File: config.mk
export PLATFORM = sky130hd
export DESIGN_NAME = rom_addr_sequencer_flat
export DESIGN_NICKNAME = d
export VERILOG_FILES = /design/src/rtl/rom_addr_sequencer_if.sv /design/src/rtl/rom_addr_sequencer.sv /design/src/flat_wrapper.sv
export SDC_FILE = /design/constraint.sdc
export NUM_CORES = 1
export LEC_CHECK = 0
export CORE_UTILIZATION = 38
export DETAILED_ROUTE_END_ITERATION = 10
export PLACE_DENSITY = 0.69
export SLEW_MARGIN = 10
export SYNTH_ARGS = -nofsm -noshare
export SYNTH_HDL_FRONTEND = slang
export SYNTH_SLANG_ARGS = --single-unit
File: constraint.sdc
create_clock -name Clk -period 2.05 [get_ports Clk]
set_input_delay 0.205 -clock Clk [delete_from_list [all_inputs] [get_ports Clk]]
set_output_delay 0.205 -clock Clk [all_outputs]
set_load 0.02 [all_outputs]
File: src/rtl/rom_addr_sequencer_if.sv
// ---------------------------------------------------------------------------
// rom_addr_sequencer_if
// Bus bundle between the address sequencer, the lookup ROM and the
// downstream consumer of the fetched words.
//   Address    sequencer -> ROM       current ROM address
//   Rom_Data   ROM -> sequencer       combinational ROM word for Address
//   Out_Data   sequencer -> consumer  registered ROM word
//   Out_Addr   sequencer -> consumer  address that produced Out_Data
//   Out_Valid  sequencer -> consumer  Out_Data/Out_Addr valid
//   Out_Ready  consumer -> sequencer  word accepted when Out_Valid & Out_Ready
// Modports: master = sequencer side, slave = ROM/consumer side.
// ---------------------------------------------------------------------------
interface rom_addr_sequencer_if #(
  parameter int ADDR_W = 4,
  parameter int DATA_W = 4
);
  logic [ADDR_W-1:0] Address;
  logic [DATA_W-1:0] Rom_Data;
  logic [DATA_W-1:0] Out_Data;
  logic [ADDR_W-1:0] Out_Addr;
  logic              Out_Valid;
  logic              Out_Ready;

  modport master (
    output Address, Out_Data, Out_Addr, Out_Valid,
    input  Rom_Data, Out_Ready
  );

  modport slave (
    input  Address, Out_Data, Out_Addr, Out_Valid,
    output Rom_Data, Out_Ready
  );
endinterface

File: src/rtl/rom_addr_sequencer.sv
// ---------------------------------------------------------------------------
// rom_addr_sequencer
// Walks the lookup ROM address range [START_ADDR..END_ADDR] ascending or
// descending, samples the combinational ROM word and streams each word to a
// downstream consumer over a valid/ready handshake (at most one word every
// two clocks). A run is a single pass, or a continuous wrap when Loop is set
// at Start; Stop ends a run after the word currently in flight handshakes.
// Ports:
//   Clk       rising-edge clock
//   Rst       synchronous active-high reset
//   Start     begin a run (sampled only while idle)
//   Dir       0 = ascending, 1 = descending (latched with Start)
//   Loop      1 = wrap and continue (latched with Start)
//   Stop      end the run after the current word handshakes
//   bus       ROM address/data and output stream (master modport)
//   Busy      high whenever a run is active
//   Done      one-cycle pulse when a run ends
//   Checksum  modulo-256 sum of the words accepted downstream this run
// Configuration macro: CHECKSUM_EN. When undefined, Checksum is tied to 0
// and the accumulator is not built.
// ---------------------------------------------------------------------------
module rom_addr_sequencer #(
  parameter int ADDR_W     = 4,
  parameter int DATA_W     = 4,
  parameter int START_ADDR = 0,
  parameter int END_ADDR   = 15
) (
  input  logic                 Clk,
  input  logic                 Rst,
  input  logic                 Start,
  input  logic                 Dir,
  input  logic                 Loop,
  input  logic                 Stop,
  rom_addr_sequencer_if.master bus,
  output logic                 Busy,
  output logic                 Done,
  output logic [7:0]           Checksum
);

  localparam logic [ADDR_W-1:0] ADDR_LO  = ADDR_W'(START_ADDR);
  localparam logic [ADDR_W-1:0] ADDR_HI  = ADDR_W'(END_ADDR);
  localparam logic [ADDR_W-1:0] ADDR_ONE = {{(ADDR_W-1){1'b0}}, 1'b1};

  typedef enum logic [1:0] {
    S_IDLE,
    S_FETCH,
    S_HOLD,
    S_DONE
  } state_t;

  state_t            state_q, state_d;
  logic [ADDR_W-1:0] addr_q, addr_d;
  logic [DATA_W-1:0] out_data_q, out_data_d;
  logic [ADDR_W-1:0] out_addr_q, out_addr_d;
  logic              out_valid_q, out_valid_d;
  logic              dir_q, dir_d;
  logic              loop_q, loop_d;
  logic              stop_q, stop_d;
`ifdef CHECKSUM_EN
  logic [7:0]        checksum_q, checksum_d;
`endif

  logic handshake;
  logic at_last;
  logic [ADDR_W-1:0] first_addr;

  // Out_Valid is only ever high in HOLD, so this is the HOLD handshake.
  assign handshake  = out_valid_q & bus.Out_Ready;
  assign at_last    = dir_q ? (addr_q == ADDR_LO) : (addr_q == ADDR_HI);
  assign first_addr = dir_q ? ADDR_HI : ADDR_LO;

  // Next-state logic. A Stop arriving in the very cycle of the handshake
  // also ends the run, so the consumer never sees one word too many.
  always_comb begin
    state_d     = state_q;
    addr_d      = addr_q;
    out_data_d  = out_data_q;
    out_addr_d  = out_addr_q;
    out_valid_d = out_valid_q;
    dir_d       = dir_q;
    loop_d      = loop_q;
    stop_d      = stop_q;
`ifdef CHECKSUM_EN
    checksum_d  = checksum_q;
`endif

    if (state_q != S_IDLE && Stop) begin
      stop_d = 1'b1;
    end

    unique case (state_q)
      S_IDLE: begin
        if (Start) begin
          dir_d   = Dir;
          loop_d  = Loop;
          stop_d  = 1'b0;
          addr_d  = Dir ? ADDR_HI : ADDR_LO;
          state_d = S_FETCH;
`ifdef CHECKSUM_EN
          checksum_d = 8'h00;
`endif
        end
      end

      S_FETCH: begin
        out_data_d  = bus.Rom_Data;
        out_addr_d  = addr_q;
        out_valid_d = 1'b1;
        state_d     = S_HOLD;
      end

      S_HOLD: begin
        if (handshake) begin
          out_valid_d = 1'b0;
`ifdef CHECKSUM_EN
          checksum_d  = checksum_q + 8'(out_data_q);
`endif
          if (stop_q || Stop) begin
            state_d = S_DONE;
          end else if (at_last) begin
            if (loop_q) begin
              addr_d  = first_addr;
              state_d = S_FETCH;
            end else begin
              state_d = S_DONE;
            end
          end else begin
            addr_d  = dir_q ? (addr_q - ADDR_ONE) : (addr_q + ADDR_ONE);
            state_d = S_FETCH;
          end
        end
      end

      S_DONE: begin
        state_d = S_IDLE;
      end

      default: begin
        state_d = S_IDLE;
      end
    endcase
  end

  // State and datapath registers; reset is synchronous.
  always_ff @(posedge Clk) begin
    if (Rst) begin
      state_q     <= S_IDLE;
      addr_q      <= ADDR_LO;
      out_data_q  <= '0;
      out_addr_q  <= '0;
      out_valid_q <= 1'b0;
      dir_q       <= 1'b0;
      loop_q      <= 1'b0;
      stop_q      <= 1'b0;
`ifdef CHECKSUM_EN
      checksum_q  <= 8'h00;
`endif
    end else begin
      state_q     <= state_d;
      addr_q      <= addr_d;
      out_data_q  <= out_data_d;
      out_addr_q  <= out_addr_d;
      out_valid_q <= out_valid_d;
      dir_q       <= dir_d;
      loop_q      <= loop_d;
      stop_q      <= stop_d;
`ifdef CHECKSUM_EN
      checksum_q  <= checksum_d;
`endif
    end
  end

  assign bus.Address   = addr_q;
  assign bus.Out_Data  = out_data_q;
  assign bus.Out_Addr  = out_addr_q;
  assign bus.Out_Valid = out_valid_q;
  assign Busy          = (state_q != S_IDLE);
  assign Done          = (state_q == S_DONE);

`ifdef CHECKSUM_EN
  assign Checksum = checksum_q;
`else
  assign Checksum = 8'h00;
`endif

endmodule

File: src/flat_wrapper.sv
// flat-port wrapper written by rule: the top's interface ports become plain ports
module rom_addr_sequencer_flat 
#(
  parameter int ADDR_W     = 4,
  parameter int DATA_W     = 4,
  parameter int START_ADDR = 0,
  parameter int END_ADDR   = 15
)
  (Clk, Rst, Start, Dir, Loop, Stop, Busy, Done, Checksum, bus_Address, bus_Out_Data, bus_Out_Addr, bus_Out_Valid, bus_Rom_Data, bus_Out_Ready);
  rom_addr_sequencer_if #(.ADDR_W(ADDR_W), .DATA_W(DATA_W)) bus_i ();
  input  logic Clk;
  input  logic Rst;
  input  logic Start;
  input  logic Dir;
  input  logic Loop;
  input  logic Stop;
  output logic Busy;
  output logic Done;
  output logic [7:0] Checksum;
  output wire logic [$bits(bus_i.Address)-1:0] bus_Address;
  output wire logic [$bits(bus_i.Out_Data)-1:0] bus_Out_Data;
  output wire logic [$bits(bus_i.Out_Addr)-1:0] bus_Out_Addr;
  output wire logic [$bits(bus_i.Out_Valid)-1:0] bus_Out_Valid;
  input wire logic [$bits(bus_i.Rom_Data)-1:0] bus_Rom_Data;
  input wire logic [$bits(bus_i.Out_Ready)-1:0] bus_Out_Ready;
  assign bus_Address = bus_i.Address;
  assign bus_Out_Data = bus_i.Out_Data;
  assign bus_Out_Addr = bus_i.Out_Addr;
  assign bus_Out_Valid = bus_i.Out_Valid;
  assign bus_i.Rom_Data = bus_Rom_Data;
  assign bus_i.Out_Ready = bus_Out_Ready;
  rom_addr_sequencer #(.ADDR_W(ADDR_W), .DATA_W(DATA_W), .START_ADDR(START_ADDR), .END_ADDR(END_ADDR)) u_core (.Clk(Clk), .Rst(Rst), .Start(Start), .Dir(Dir), .Loop(Loop), .Stop(Stop), .bus(bus_i), .Busy(Busy), .Done(Done), .Checksum(Checksum));
endmodule
==> impl_metrics.tcl, run 1 <==
set metrics [dict create \
    p_per_area_mw_per_mm2 684 \
    critPathLaunchType "flip-flop" \
    rsz0062_at_grt "false" \
    numPortBuffers 25 \
    route.detailed.drc 0 \
    cts_hold_buf 0 \
    clock-sinks 18 \
    drt-total-wl_mm 2.06 \
    peakVddDrop_mv 0.327 \
    yosysWarnings 0 \
    chipHeight_um 52.2 \
    synth_top_flop_cell "dfxtp_1" \
    top_level_ports 34 \
    cts_inserted_buffers 3 \
    rr_startpoint "u_core.bus.Address[0]$_SDFFE_PP0P_" \
    antenna_cells 0 \
    first_pass_iters 4 \
    setup_viol 0 \
    ys_ff_latch 18 \
    htree_levels 1 \
    tns_ns 0 \
    slew_headroom_pct 52.3 \
    post-route-min-period_ns 1.81 \
    max_freq_mhz 553 \
    synthTopCellsByArea "dfxtp_1 (38%), a21oi_1 (9.9%), nand2_1 (9.8%), buf_4 (6.3%), nand3_1 (4.2%)" \
    vias_per_cell 4.98 \
    r2r_slack_ns 0.32 \
    layout.nets 163 \
    grt_pass1_vias 771 \
    coreArea_mm2 0.00230 \
    drive_above_1_share_pct 6.08 \
    power_uw 841 \
    fin_skew_ns 0.00876 \
    drtIter0Drc 5 \
    drv_slew 0 \
    post_cts_resized 0 \
    post_cts_buffers 0 \
    leakage_nw 0.451 \
    hp-class "in2reg" \
    rr_endpoint "u_core.bus.Address[2]$_SDFFE_PP0P_" \
    syn_area_um2 957 \
    grt.total_usage_pct 16.5 \
    synthTopCellsByCount "nand2_1 (25), a21oi_1 (19), dfxtp_1 (18)" \
    status "complete, no violations" \
    synth.top_cell.area_share_pct 37.6 \
    path_max_fanout 9 \
    root_buffer "clkbuf_4" \
    cp.required_ns 1.85 \
    whs_ns 0.444 \
    grt_max_degree 19 \
    timing_hold_violations_final 0 \
    cts_tree "done" \
    dieWidth_um 52.2 \
    avgRoutedWirePerCell_um 11.7 \
    ys_seq_area_share_pct 37.6 \
    min-delay-start "bus_Rom_Data[2]" \
    worstSetupPathType "reg2out" \
    synthCells 124 \
    insertion_delay_ns 0.30 \
    whs_path_depth 3 \
    grt_antenna_before_repair 0 \
    nFillCells 242 \
    grt_overflow 0 \
    synth.most_common_cell "nand2_1" \
    syn_area_per_cell_um2 7.72 \
    max-clock-path-buffers 2 \
    max_slew.worst_pin.slew_ns 0.713 \
    dieArea_mm2 0.00272 \
    synth_top_area_cell "dfxtp_1" \
    r2r_cells 6 \
    synth_edf_count 0 \
    crit_arrival_ns 1.60 \
    start_util_pct 41.7 \
    ys_types 30 \
    drv_cap 0 \
    finalCritPeriodShare_pct 88.3 \
    dr_total_vias 877 \
    dp_hpwl_mm 1.52 \
    clk_pin_slew_ns 0.11 \
    rows 17 \
    grt_pass1_wl_mm 3.28 \
    end_kind "primary output" \
    gp_congestion 0.809 \
    hold_end "u_core.bus.Out_Data[2]$_SDFFE_PP0P_" \
    areaGrowthSynthToFinish_pct 28.5 \
    ant_nets 0 \
    synthArstFlopShare_pct 0 \
]
-- area by class of cell --
type	instances	area (um2)	area share, %
clock buffers	4	36.3	2.95
inverters	6	22.5	1.83
multi-input cells	95	526	42.7
flip-flops and latches	18	360	29.3
well taps	28	35.0	2.85
repair buffers	25	250	20.3
-- power by group --
group	switching, mW	internal [mW]
Clock	0.116	0.108
Combinational	0.117	0.0953
Sequential	0.0313	0.374
-- state kept, by name, indices dropped and copies added (netlist names) --
name	count
u_core.bus.Address	4
u_core.bus.Out_Addr	4
u_core.bus.Out_Data	4
u_core.bus.Out_Valid	1
u_core.dir_q	1
u_core.loop_q	1
u_core.state_q	2
u_core.stop_q	1
-- per-layer routing --
metal	vias to the layer above	wire, um	track usage (%)
li1	452	-	-
met1	400	978	20.4
met2	20	948	27.1
met3	5	84	2.32
met4	0	53	9.21
met5	-	0	0
-- how the worst max path moves through the flow --
stage,slack (ns),end,from
6_report,0.24,Busy,u_core.state_q[0]$_SDFFE_PP0P_
5_1_grt,0.16,Busy,u_core.state_q[0]$_SDFFE_PP0P_
4_1_cts,0.24,Busy,u_core.state_q[0]$_SDFFE_PP0P_
2_1_floorplan,0.38,u_core.bus.Address[2]$_SDFFE_PP0P_,u_core.bus.Address[0]$_SDFFE_PP0P_
3_5_place_dp,0.31,u_core.bus.Address[3]$_SDFFE_PP0P_,Start
3_3_place_gp,0.35,u_core.bus.Address[3]$_SDFFE_PP0P_,Start
-- cells by family after synthesis --
family | share of synthesized area, %
other | 0.392
DFF | 37.6
AOI/OAI and AO/OA | 21.2
xor gates and xnor gates | 2.75
buffers and inverters | 10.2
and+or+nand+nor | 23.1
adders and majority gates | 4.71
-- through the flow --
stage | instances | util, % | setup WS, ns | area, um2
final | 176 | 53.5 | 0.240 | 1230
after global placement | 172 | 52.0 | 0.354 | 1190
after global routing | 176 | 53.5 | 0.164 | 1230
after detailed placement | 172 | 52.0 | 0.310 | 1190
after floorplan | 131 | - | 0.376 | 983
after CTS | 176 | 53.5 | 0.239 | 1230
-- critical path, cell delays in order (launching register included) --
cell and delay [ns]:
dfxtp_1 0.48, nor2_1 0.12, inv_1 0.09, clkdlybuf4s50_1 0.61
-- layout by cell type (no fill, tap or decap), drive strengths merged --
| master | Yosys | routed |
|---|---|---|
| a211o | 1 | 1 |
| a211oi | 3 | 3 |
| a21o | 1 | 1 |
| a21oi | 20 | 20 |
| a311oi | 1 | 1 |
| and2 | 1 | 1 |
| clkbuf | 3 | 4 |
| clkdlybuf4s50 | 0 | 25 |
| conb | 1 | 8 |
| dfxtp | 18 | 18 |
| fa | 1 | 1 |
| ha | 2 | 2 |
| inv | 6 | 6 |
| nand2 | 25 | 25 |
| nand2b | 3 | 3 |
| nand3 | 8 | 8 |
| nand4 | 1 | 1 |
| nor2 | 4 | 4 |
| nor2b | 3 | 3 |
| nor3 | 1 | 1 |
| o211ai | 1 | 1 |
| o21a | 1 | 1 |
| o21ai | 5 | 5 |
| or2 | 1 | 1 |
| or3 | 1 | 1 |
| xnor2 | 1 | 1 |
| xor2 | 2 | 2 |
No activity file was read; power rests on OpenSTA's default activity.
==> run 2, diff against run 1 <==
GPL_ROUTABILITY_DRIVEN = 0   (was not set)
==> results of run 2 <==
Same layout as run 1: the final DEF is identical, and so are final timing and power.
==> run 3, diff against run 2 <==
ABC_AREA = 0   (was not set)
CORE_ASPECT_RATIO = 0.7   (was not set)
==> run 3 against run 2 <==
  * Cell count grew 1.7%
  * Global-route usage grew 0.22 points
  * Flip-flop and latch count unchanged
  * Core utilization is 0.50 points higher
  * Wire length down 0.68%
  * Non-clock buffer count is the same
  * Cell area shrank 0.71%
  * Total power decreased by 5.5%
  * Register-to-register slack worse by 0.03 ns
  * Clock skew is essentially flat
  * Largest power group unchanged
  * Sequential power about the same
  * Setup slack gained 0.0046 ns
==> impl_metrics.tcl, run 3 (synthesis gave the netlist of run 1 again) <==
set metrics [dict create \
    drive_above_1_share_pct 5.44 \
    r2r_slack_ns 0.29 \
    max_freq_mhz 554 \
    first_pass_iters 4 \
    rr_startpoint "u_core.dir_q$_SDFFE_PP0P_" \
    clock-sinks 18 \
    areaGrowthSynthToFinish_pct 27.6 \
    drt-total-wl_mm 2.05 \
    antenna_cells 0 \
    timing_hold_violations_final 0 \
    cts_hold_buf 0 \
    rows 14 \
    cts_inserted_buffers 3 \
    p_int_uw 537 \
    post-route-min-period_ns 1.81 \
    vias_per_cell 4.97 \
    grt_overflow 0 \
    p_per_area_mw_per_mm2 651 \
    layout.nets 163 \
    cp-endpoint "Busy" \
    grt_pass1_vias 751 \
    hp-class "in2reg" \
    grt_pass1_wl_mm 3.37 \
    tns_ns 0 \
    top_level_ports 34 \
    ant_nets 0 \
    max-clock-path-buffers 2 \
    dieArea_mm2 0.00273 \
    r2r_cells 6 \
    clk_pin_slew_ns 0.10 \
    grt_max_degree 19 \
    status "complete, no violations" \
    wl_met3_um 128 \
    cts_tree "done" \
    route.met2.wl_um 870 \
    nFillCells 220 \
    max_slew.worst_pin.slew_ns 0.638 \
    grt_antenna_before_repair 0 \
    layout_common_cells "nand2_1 (25), clkdlybuf4s50_1 (25), a21oi_1 (19)" \
    coreArea_mm2 0.00226 \
    setup_viol 0 \
    slew_headroom_pct 57.3 \
    grt.total_usage_pct 16.7 \
    insertion_delay_ns 0.29 \
    root_buffer "clkbuf_4" \
    whs_path_depth 3 \
    avgRoutedWirePerCell_um 11.5 \
    worstSetupPathType "reg2out" \
    chipHeight_um 44.0 \
    rr_endpoint "u_core.bus.Address[3]$_SDFFE_PP0P_" \
    crit_start "u_core.state_q[1]$_SDFFE_PP0P_" \
    dp_hpwl_mm 1.59 \
    finalCritPeriodShare_pct 88.1 \
    path_max_fanout 9 \
    fin_skew_ns 0.00851 \
    drv_slew 0 \
    start_util_pct 42.4 \
    pwr-share-clk_pct 22.2 \
    post_cts_resized 0 \
    rsz0062_at_grt "false" \
    swShare_pct 32.4 \
    power.share.sequential_pct 51.1 \
    htree_levels 1 \
    p_comb_share_pct 26.7 \
    drv_cap 0 \
    peakVddDrop_mv 0.337 \
    drtIter0Drc 59 \
    met1Wirelength_mm 1.05 \
    critPathLaunchType "flip-flop" \
    post_cts_buffers 0 \
    crit_arrival_ns 1.60 \
    dieWidth_um 62.0 \
    route.detailed.drc 0 \
    cp.required_ns 1.85 \
    top_layer "met3" \
    numPortBuffers 25 \
    p_switching_uw 258 \
    end_kind "primary output" \
    dr_total_vias 889 \
    leakage_nw 0.444 \
    whs_ns 0.446 \
]
## run 3: cell types whose count changed in the layout (fill, tap and decap cells not counted), sizes merged
cell / delta
clkbuf: -1
## run 3: worst min-delay path by stage
stage	startpoint	slack, ns	end
finish	bus_Rom_Data[1]	0.45	u_core.bus.Out_Data[1]$_SDFFE_PP0P_
global route	bus_Rom_Data[1]	0.45	u_core.bus.Out_Data[1]$_SDFFE_PP0P_
CTS	bus_Rom_Data[1]	0.44	u_core.bus.Out_Data[1]$_SDFFE_PP0P_
detailed placement	u_core.bus.Out_Data[1]$_SDFFE_PP0P_	0.45	u_core.bus.Out_Data[1]$_SDFFE_PP0P_
global placement	u_core.bus.Out_Data[2]$_SDFFE_PP0P_	0.44	u_core.bus.Out_Data[2]$_SDFFE_PP0P_
floorplan	Stop	0.34	u_core.stop_q$_SDFF_PP0_
## run 3: critical path: stages, from the launching register on
cell,delay [ns]
dfxtp_1,0.48
nor2_1,0.13
inv_1,0.09
clkdlybuf4s50_1,0.60
## run 3: area by class of cell
type	instances	area, um2	area share [%]
repair buffers	25	250	20.5
flip-flops and latches	18	360	29.5
well taps	32	40.0	3.28
clock buffers	3	22.5	1.84
inverters	6	22.5	1.84
multi-input cells	95	526	43.0
## run 3: power by group through the flow
stage	clock [mW]	combinational [mW]	sequential (mW)
after floorplan	0	0.127	0.426
after global routing	0.198	0.236	0.412
final	0.176	0.212	0.406
after CTS	0.182	0.213	0.407
after detailed placement	0	0.212	0.415
after global placement	0	0.210	0.414
## run 3: per-stage QoR
stage	instances	area (um2)	util, %	setup slack [ns]	power, mW
after detailed placement	176	1200	53.0	0.281	0.627
after global routing	179	1220	54.0	0.132	0.846
after global placement	176	1200	53.0	0.343	0.623
after floorplan	131	983	-	0.376	0.553
after CTS	179	1220	54.0	0.236	0.802
final	179	1220	54.0	0.245	0.795
## run 3: routing by layer
| metal | global-route usage (%) | up-vias |
|---|---|---|
| met2 | 23.2 | 29 |
| met4 | 1.33 | 0 |
| met5 | 0 | - |
| li1 | - | 455 |
| met3 | 5.67 | 0 |
| met1 | 25.5 | 405 |
